## src/rtl/gat_bram_loader.sv

```systemverilog
// rtl/gat_bram_loader.sv - framed word stream to per-target BRAM write strobes (optional GAT_LOADER_CHKSUM_EN)
module gat_bram_loader #(
  parameter int TOP_WIDTH          = 32,
  parameter int H_DATA_DEPTH       = 242101,
  parameter int NODE_INFO_DEPTH    = 13264,
  parameter int WEIGHT_DEPTH       = 22928,
  parameter int SUBGRAPH_IDX_DEPTH = 13264,
  parameter int ADDR_W             = 18
) (
  input  logic                 clk,
  input  logic                 rst_n,
  input  logic [TOP_WIDTH-1:0] s_data,
  input  logic                 s_valid,
  output logic                 s_ready,
  input  logic                 s_last,
  input  logic [1:0]           s_target,
  input  logic                 clr,
  output logic [TOP_WIDTH-1:0] bram_din,
  output logic [ADDR_W+1:0]    bram_addra,
  output logic [3:0]           bram_ena,
  output logic [3:0]           bram_wea,
  output logic [3:0]           load_done,
  output logic                 load_err,
  output logic                 busy,
  output logic [31:0]          chksum
);

  typedef enum logic [1:0] {S_IDLE, S_LOAD, S_FLUSH, S_ERR} state_t;

  localparam logic [ADDR_W:0] DEPTH0 = (ADDR_W+1)'(H_DATA_DEPTH);
  localparam logic [ADDR_W:0] DEPTH1 = (ADDR_W+1)'(NODE_INFO_DEPTH);
  localparam logic [ADDR_W:0] DEPTH2 = (ADDR_W+1)'(WEIGHT_DEPTH);
  localparam logic [ADDR_W:0] DEPTH3 = (ADDR_W+1)'(SUBGRAPH_IDX_DEPTH);
  localparam logic [ADDR_W:0] ONE_W  = (ADDR_W+1)'(1);

  state_t            state, state_nx;
  logic [ADDR_W-1:0] cnt, cnt_nx, cnt_inc, wr_idx;
  logic [1:0]        tgt, tgt_nx, cur_tgt;
  logic [ADDR_W:0]   depth, wcount;
  logic              accept, wr_go, err_set, done_set, first_beat;

  assign s_ready  = (state == S_IDLE) || (state == S_LOAD);
  assign busy     = (state == S_LOAD) || (state == S_FLUSH);
  assign accept   = s_valid && s_ready && !clr;
  assign bram_wea = bram_ena;
  assign cnt_inc  = cnt + ADDR_W'(1);
  // The target is only sampled on a frame's first beat; mid-frame it comes from the latch.
  assign cur_tgt  = (state == S_IDLE) ? s_target : tgt;
  assign wcount   = {1'b0, cnt_inc} + ONE_W;

  always_comb begin
    depth = DEPTH0;
    case (cur_tgt)
      2'd0: depth = DEPTH0;
      2'd1: depth = DEPTH1;
      2'd2: depth = DEPTH2;
      default: depth = DEPTH3;
    endcase
  end

  always_comb begin
    state_nx   = state;
    cnt_nx     = cnt;
    tgt_nx     = tgt;
    wr_go      = 1'b0;
    wr_idx     = cnt;
    err_set    = 1'b0;
    done_set   = 1'b0;
    first_beat = 1'b0;
    case (state)
      S_IDLE: begin
        if (accept) begin
          tgt_nx     = s_target;
          cnt_nx     = '0;
          first_beat = 1'b1;
          wr_go      = 1'b1;
          wr_idx     = '0;
          if (!s_last) begin
            state_nx = S_LOAD;
          end else if (depth == ONE_W) begin
            state_nx = S_FLUSH;
          end else begin
            state_nx = S_ERR;
            err_set  = 1'b1;
          end
        end
      end
      S_LOAD: begin
        if (accept) begin
          if (s_last) begin
            wr_go  = 1'b1;
            wr_idx = cnt_inc;
            cnt_nx = cnt_inc;
            if (wcount == depth) begin
              state_nx = S_FLUSH;
            end else begin
              state_nx = S_ERR;
              err_set  = 1'b1;
            end
          end else if ({1'b0, cnt} == depth - ONE_W) begin
            // Region already full and the frame keeps going: drop the beat.
            state_nx = S_ERR;
            err_set  = 1'b1;
          end else begin
            wr_go  = 1'b1;
            wr_idx = cnt_inc;
            cnt_nx = cnt_inc;
          end
        end
      end
      S_FLUSH: begin
        done_set = 1'b1;
        state_nx = S_IDLE;
      end
      default: begin
        state_nx = S_ERR;
      end
    endcase
    if (clr) begin
      state_nx = S_IDLE;
      cnt_nx   = '0;
      done_set = 1'b0;
      err_set  = 1'b0;
    end
  end

  always_ff @(posedge clk or negedge rst_n) begin
    if (!rst_n) begin
      state      <= S_IDLE;
      cnt        <= '0;
      tgt        <= '0;
      bram_ena   <= '0;
      bram_din   <= '0;
      bram_addra <= '0;
      load_done  <= '0;
      load_err   <= 1'b0;
    end else begin
      state    <= state_nx;
      cnt      <= cnt_nx;
      tgt      <= tgt_nx;
      bram_ena <= wr_go ? (4'b0001 << tgt_nx) : 4'b0000;
      if (wr_go) begin
        bram_din   <= s_data;
        bram_addra <= {wr_idx, 2'b00};
      end
      if (clr) begin
        load_done <= '0;
        load_err  <= 1'b0;
      end else begin
        if (first_beat) load_done[s_target] <= 1'b0;
        if (done_set)   load_done[tgt]      <= 1'b1;
        if (err_set)    load_err            <= 1'b1;
      end
    end
  end

`ifdef GAT_LOADER_CHKSUM_EN
  always_ff @(posedge clk or negedge rst_n) begin
    if (!rst_n) begin
      chksum <= '0;
    end else if (clr) begin
      chksum <= '0;
    end else if (first_beat) begin
      chksum <= 32'(s_data);
    end else if (wr_go) begin
      chksum <= chksum + 32'(s_data);
    end
  end
`else
  assign chksum = '0;
`endif

endmodule

```

## config.mk

```make
export PLATFORM = sky130hd
export DESIGN_NAME = gat_bram_loader
export DESIGN_NICKNAME = d
export VERILOG_FILES = /design/src/rtl/gat_bram_loader.sv
export SDC_FILE = /design/constraint.sdc
export NUM_CORES = 1
export LEC_CHECK = 0
export ABC_CLOCK_PERIOD_IN_PS = 3300
export CAP_MARGIN = 20
export CELL_PAD_IN_SITES_DETAIL_PLACEMENT = 0
export CELL_PAD_IN_SITES_GLOBAL_PLACEMENT = 1
export CORE_MARGIN = 3
export CORE_UTILIZATION = 35
export CTS_CLUSTER_DIAMETER = 50
export DETAILED_ROUTE_END_ITERATION = 8
export GPL_TIMING_DRIVEN = 0
export HOLD_SLACK_MARGIN = 0.06
export PLACE_DENSITY_LB_ADDON = 0.1
export SYNTH_ARGS = -nofsm -noshare
export SYNTH_HDL_FRONTEND = slang
export SYNTH_SLANG_ARGS = --single-unit
```

## constraint.sdc

```tcl
create_clock -name clk -period 3.3 [get_ports clk]
set_input_delay 0.66 -clock clk [delete_from_list [all_inputs] [get_ports clk]]
set_output_delay 0.66 -clock clk [all_outputs]
set_load 0.02 [all_outputs]
```

==> metrics.cfg, run 1 <==
[sta]
worst_slew_pin_slew_ns=0.657
skew_ns=0.00794
fin_crit_ns=3.14
slew_headroom=0.558
finalHoldViolCount=0
fin_ws_ns=0.156
fmax_ghz=0.318
rsz0062_at_grt=false
fin_crit_sh=0.953
setup-tns-final_ns=0
setup_viol=0
slew_violations=0

[routing]
first_pass_iters=5
via_per_inst=5.17
finalWirelength_mm=15.7
ant_nets=0
drtIter0Drc=367
drc=0
avgRoutedWirePerCell_um=16.7
vias=4839

[logic_synthesis]
synth_mux_area_frac=0.0176
synth_top_area_cell=dfrtp_1
avgSynthCellArea_um2=8.21
synth-compound-area-share=0.140
synth-edff-count=0
synth_xor_area_frac=0.0282
yosys.area.top_type_share=0.408
synth_cell_type_count=64
yosysSeqAreaShare=0.408
synthesis.area_um2=4970
synth_common_cells=nand2_1, dfrtp_1, nor2_1, buf_4, a21oi_1
synthTopCellsByArea=dfrtp_1, nand2_1, buf_4
syn_inst=605
synth_top_family_by_area=simple AND/OR/NAND/NOR gates
synthFlopType=dfrtp_1
yosys.area_share.simple=0.288
synthAdderAreaFrac=0.0151
yosys_warnings=0
async_flop_share=1.00
yosysMostFrequentCell=nand2_1
ys_ff_latch=81

[flow_run]
maxCapViolations=0

[worst_setup_path]
crit_required_ns=3.53
path_class=reg2reg
cp_cell_sequence=inv_1 > ha_2 > or3b_2 > and2_1 > clkbuf_1 > a21oi_4 > nor4_4 > nand2b_4 > o21ai_2 > buf_4 > mux2_2
critPathLaunchType=flip-flop
critPathCaptureType=flip-flop
reg2regPathDepth=11
critical_path_arrival_ns=3.37
slowest_stage=or3b_2
crit_fanout=10
cp_slowest_stage_delay_ns=0.51

[global_routing]
grt_util_all_layers=0.198
grt_max_degree=68
grt_pass1_wl_mm=25.1
grt_remaining_overflow=0
grt_pass1_vias=4677
antenna_found_initial=0

[layout]
stdcell_area_um2=6940
fin_cells=936
fin_nets=800
antenna_cells=0
layout-drive-gt1-share=0.175
synthToLayoutAreaGrowth_pct=39.8

[power_and_ir_drop]
p_switching_mw=1.99
p_clk_frac=0.223
p_sw_frac=0.397
p_int_mw=3.03
combPwrFrac=0.479
seqPwrFrac=0.298
cellLeakagePower_nw=3.05
powerDensity_nw_per_um2=723
ir_drop_mv=0.380
total_power_mw=5.02

[clock_tree]
cts_root_buf=clkbuf_16
clockBufferDepth=2
ctsHoldBuffers=0
clock_latency_ns=0.34
cts-buffers-inserted=9
cts_tree=yes
clock-sinks=81
clk_pin_slew_ns=0.06
htreeDepth=3

[placement]
dpl_cell_area_um2=6360
gp_congestion=0.935
dp_slack_ns=-0.827
hpwlAfterDp_mm=11.9
place.port_buffers=102
dp_cells=917

[floorplan]
ios=138
start_util=0.366
die_h_um=125
dieWidth_um=125
design.core.area_um2=13600
rows=42
dieArea_um2=15700

[status]
status=finished, final reports clean

[worst_hold_path]
hp-class=in2async

[routing by layer]
| metal | vias to the layer above | share of wire | global-route usage |
|---|---|---|---|
| li1 | 2325 | - | - |
| met1 | 2297 | 0.44 | 0.265 |
| met2 | 196 | 0.46 | 0.306 |
| met3 | 21 | 0.087 | 0.0627 |
| met4 | 0 | 0.018 | 0.0657 |
| met5 | - | 0 | 0 |
[layout make-up]
cell class / instances / area [µm²]
Tap cell: 176 / 220
Sequential cell: 81 / 2030
Multi-Input combinational cell: 468 / 2720
Timing Repair Buffer: 110 / 1100
Inverter: 12 / 45.0
Clock inverter: 5 / 85.1
Buffer: 73 / 479
Fill cell: 1316 / 6620
Clock buffer: 11 / 253
[through the flow]
| step | util | hold WS, ns |
|---|---|---|
| after floorplan | - | 0.364 |
| after global placement | 0.467 | 0.449 |
| after detailed placement | 0.469 | 0.456 |
| after CTS | 0.501 | 0.178 |
| after global routing | 0.512 | 0.186 |
| final | 0.512 | 0.181 |
[sequential cells by signal, indices dropped and copies added, names as in the netlist]
register	flops
load_done	4
state	2
cnt	18
bram_addra	18
tgt	2
bram_din	32
load_err	1
bram_ena	4
[cells in the final DEF (no fill, tap or decap), types with 5 or more instances in the layout]
| cell | netlist | final |
|---|---|---|
| clkbuf_4 | 0 | 7 |
| nor3_1 | 15 | 15 |
| inv_1 | 12 | 12 |
| mux2_2 | 6 | 6 |
| or2_2 | 5 | 5 |
| buf_2 | 15 | 8 |
| a21oi_1 | 24 | 23 |
| nor4_2 | 1 | 5 |
| clkbuf_1 | 21 | 11 |
| a22oi_1 | 6 | 6 |
| buf_4 | 41 | 52 |
| a31oi_1 | 5 | 5 |
| clkbuf_16 | 0 | 9 |
| or4_1 | 8 | 8 |
| dfrtp_2 | 0 | 5 |
| nand3b_1 | 5 | 5 |
| and2_1 | 10 | 10 |
| xnor2_1 | 9 | 9 |
| dfrtp_1 | 81 | 76 |
| clkdlybuf4s50_1 | 0 | 99 |
| nand4_1 | 11 | 11 |
| nand2_1 | 134 | 133 |
| o21ai_0 | 22 | 22 |
| nor2_1 | 59 | 56 |
| nand3_1 | 15 | 14 |
| xor2_1 | 7 | 7 |
| conb_1 | 1 | 34 |
[power by group through the flow]
stage / Combinational [mW] / Sequential [mW] / Clock, mW
2_1_floorplan: 0.983 / 1.85 / 0
3_3_place_gp: 2.34 / 1.50 / 0
3_5_place_dp: 2.35 / 1.51 / 0
4_1_cts: 2.40 / 1.50 / 1.15
5_1_grt: 2.62 / 1.54 / 1.19
6_report: 2.40 / 1.50 / 1.12
[critical path, delay by kind of cell (launching register included)]
kind / cells / cell delay [ns]
flip-flops: 1 / 0.41
adder cells (fa/ha/maj): 1 / 0.23
AO/OA/AOI/OAI: 2 / 0.48
AND/OR/NAND/NOR: 4 / 0.94
multiplexers: 1 / 0.35
buffers and inverters: 3 / 0.59
[worst paths after layout]
check	startpoint	endpoint	slack [ns]
max in group asynchronous	rst_n	load_err	2.52
hold / removal	rst_n	bram_din[24]	0.18
min in group clk	bram_din[13]	bram_din[13]	0.46
hold reg to reg	bram_din[13]	bram_din[13]	0.46
setup reg to reg	state[0]	bram_addra[4]	0.16
setup / recovery	state[0]	bram_addra[4]	0.16
[cells by family (layout without fill, tap and decap cells)]
kind of cell / count (synthesis) / in the layout
and+or+nand+nor: 300 / 300
other: 1 / 34
muxes: 8 / 8
AOI/OAI and AO/OA: 104 / 104
buffers and inverters: 89 / 211
xor gates and xnor gates: 16 / 16
DFF: 81 / 81
adders and majority gates: 6 / 6
[what timing repair did]
action                                  in CTS  in global routing
pin swaps                                    3                  7
buffers inserted                             4                  3
endpoints found under the setup margin      65                 65
resized for setup                           18                 40
No activity file was read; power rests on OpenSTA's default activity.
==> run 2: changes to the inputs <==
--- a/config.mk
+++ b/config.mk
@@ -16,6 +16,8 @@
 export GPL_TIMING_DRIVEN = 0
 export HOLD_SLACK_MARGIN = 0.06
 export PLACE_DENSITY_LB_ADDON = 0.1
+export SLEW_MARGIN = 0
 export SYNTH_ARGS = -nofsm -noshare
 export SYNTH_HDL_FRONTEND = slang
 export SYNTH_SLANG_ARGS = --single-unit
+export TNS_END_PERCENT = 20
==> metrics.cfg, run 2 (synthesized netlist as in run 1, its figures left out) <==
[status]
status=finished, final reports clean

[routing]
drtIter0Drc=344  ; -6.3%
finalWirelength_mm=15.7  ; about the same
vias=4801  ; -0.79%
first_pass_iters=5  ; unchanged
avgRoutedWirePerCell_um=16.8  ; about the same
drc=0  ; unchanged
ant_nets=0  ; unchanged
via_per_inst=5.13  ; -0.68%

[floorplan]
dieArea_um2=15700  ; unchanged
start_util=0.366  ; unchanged
dieWidth_um=125  ; unchanged
rows=42  ; unchanged
die_h_um=125  ; unchanged
design.core.area_um2=13600  ; unchanged
ios=138  ; unchanged

[worst_hold_path]
hp-class=in2async

[sta]
hold_slack_ns=0.181  ; -0.0000960 ns
worst_slew_pin_slew_ns=0.669  ; +0.0121 ns
fmax_ghz=0.315  ; -0.82%
fin_crit_sh=0.961  ; +0.00787
skew_ns=0.00853  ; +0.000588 ns
setup_viol=0  ; unchanged
fin_crit_ns=3.17  ; +0.0260 ns
slew_violations=0  ; unchanged
rsz0062_at_grt=true
slew_headroom=0.550  ; -0.00805
finalHoldViolCount=0  ; unchanged

[placement]
hpwlAfterDp_mm=11.9  ; unchanged
place.port_buffers=102  ; unchanged
gp_congestion=0.935  ; unchanged
dp_cells=917  ; unchanged

[power_and_ir_drop]
ir_drop_mv=0.380  ; about the same
cellLeakagePower_nw=3.04  ; about the same
powerDensity_nw_per_um2=725  ; +0.25%

[clock_tree]
clockBufferDepth=2  ; unchanged
htreeDepth=3  ; unchanged
clk_pin_slew_ns=0.06  ; about the same
clock_latency_ns=0.34  ; about the same
cts_root_buf=clkbuf_16
clock-sinks=81  ; unchanged
cts_tree=yes
cts-buffers-inserted=9  ; unchanged
ctsHoldBuffers=0  ; unchanged

[global_routing]
grt_pass1_vias=4675  ; -0.043%
antenna_found_initial=0  ; unchanged
grt_pass1_wl_mm=25.0  ; -0.11%
grt_util_all_layers=0.198  ; about the same
grt_remaining_overflow=0  ; unchanged
grt_max_degree=68  ; unchanged

[layout]
synthToLayoutAreaGrowth_pct=39.5
mostFrequentLayoutCells=nand2_1, clkdlybuf4s50_1, dfrtp_1
reg_top3=bram_din: 32 flops, bram_addra: 18 flops, cnt: 18 flops
final_util=0.511  ; -0.00101
final_common_cell=nand2_1
regMostFlops=bram_din
fin_cells=935  ; -0.11%
largest_reg_flops=32  ; unchanged
antenna_cells=0  ; unchanged
layout-drive-gt1-share=0.171  ; -0.00372
fin_nets=799  ; -0.13%

[worst_setup_path]
path_class=reg2reg
critPathLaunchType=flip-flop
critical_path_arrival_ns=3.38  ; about the same
critPathCaptureType=flip-flop
crit_required_ns=3.51  ; -0.02 ns
crit_fanout=10  ; unchanged

[flow_run]
maxCapViolations=0  ; unchanged

run 2: cell types whose count changed in the layout (fill, tap and decap cells not counted), sizes merged:
cell / before / now
clkbuf: 32 / 31
run 2: power breakdown:
group	internal (mW)	switching, mW	total (mW)
logic	1.00	1.40	2.41
clock network	0.709	0.411	1.12
registers	1.31	0.184	1.50
run 2: final timing paths:
| kind | cells after the start | slack, ns | start | end |
|---|---|---|---|---|
| worst max-delay path | 11 | 0.13 | cnt[0] | load_err |
| worst min-delay path | 1 | 0.18 | rst_n | bram_din[24] |
| worst max register to register | 11 | 0.13 | cnt[0] | load_err |
| worst min register to register | 2 | 0.46 | bram_din[13] | bram_din[13] |
| max in group asynchronous | 2 | 2.52 | rst_n | load_err |
| min in group clk | 2 | 0.46 | bram_din[13] | bram_din[13] |
run 2: per-stage QoR:
step	setup WS [ns]	setup TNS, ns	cell area (µm²)	power (mW)
after global placement	-1.44	-162.66	6330	3.83
after floorplan	0.404	0	5090	2.83
final	0.130	0	6930	5.02
after global routing	-0.0114	-0.0170	6930	5.36
after detailed placement	-0.827	-43.94	6360	3.86
after CTS	-0.00565	-0.00565	6770	5.04
run 2: cell type report:
cell class / count / area, µm²
clock inverters: 5 / 85.1
well taps: 176 / 220
inverters: 12 / 45.0
flip-flops and latches: 81 / 2030
repair buffers: 109 / 1100
fillers: 1318 / 6630
plain buffers: 73 / 477
clock buffers: 11 / 253
multi-input cells: 468 / 2720
run 2: timing repair:
item | CTS | global route
hold endpoints to repair | 0 | 0
pin swaps | 2 | 5
endpoints found under the setup margin | 65 | 65
setup buffers | 2 | 4
resized for setup | 17 | 37
run 2: per-layer routing:
layer	track usage	wire length, µm
met1	0.266	7000
met2	0.306	7210
met3	0.0606	1170
met4	0.0670	297
met5	0	0
run 2: worst max-delay path: stages, from the launching register on:
cell,delay [ns]
dfrtp_1,0.41
buf_2,0.19
clkbuf_4,0.21
inv_1,0.07
ha_1,0.21
nand2_1,0.08
a2111oi_0,0.44
nor2_1,0.20
nor3_1,0.36
o2111ai_1,0.25
a2111oi_4,0.47
o21ai_1,0.12
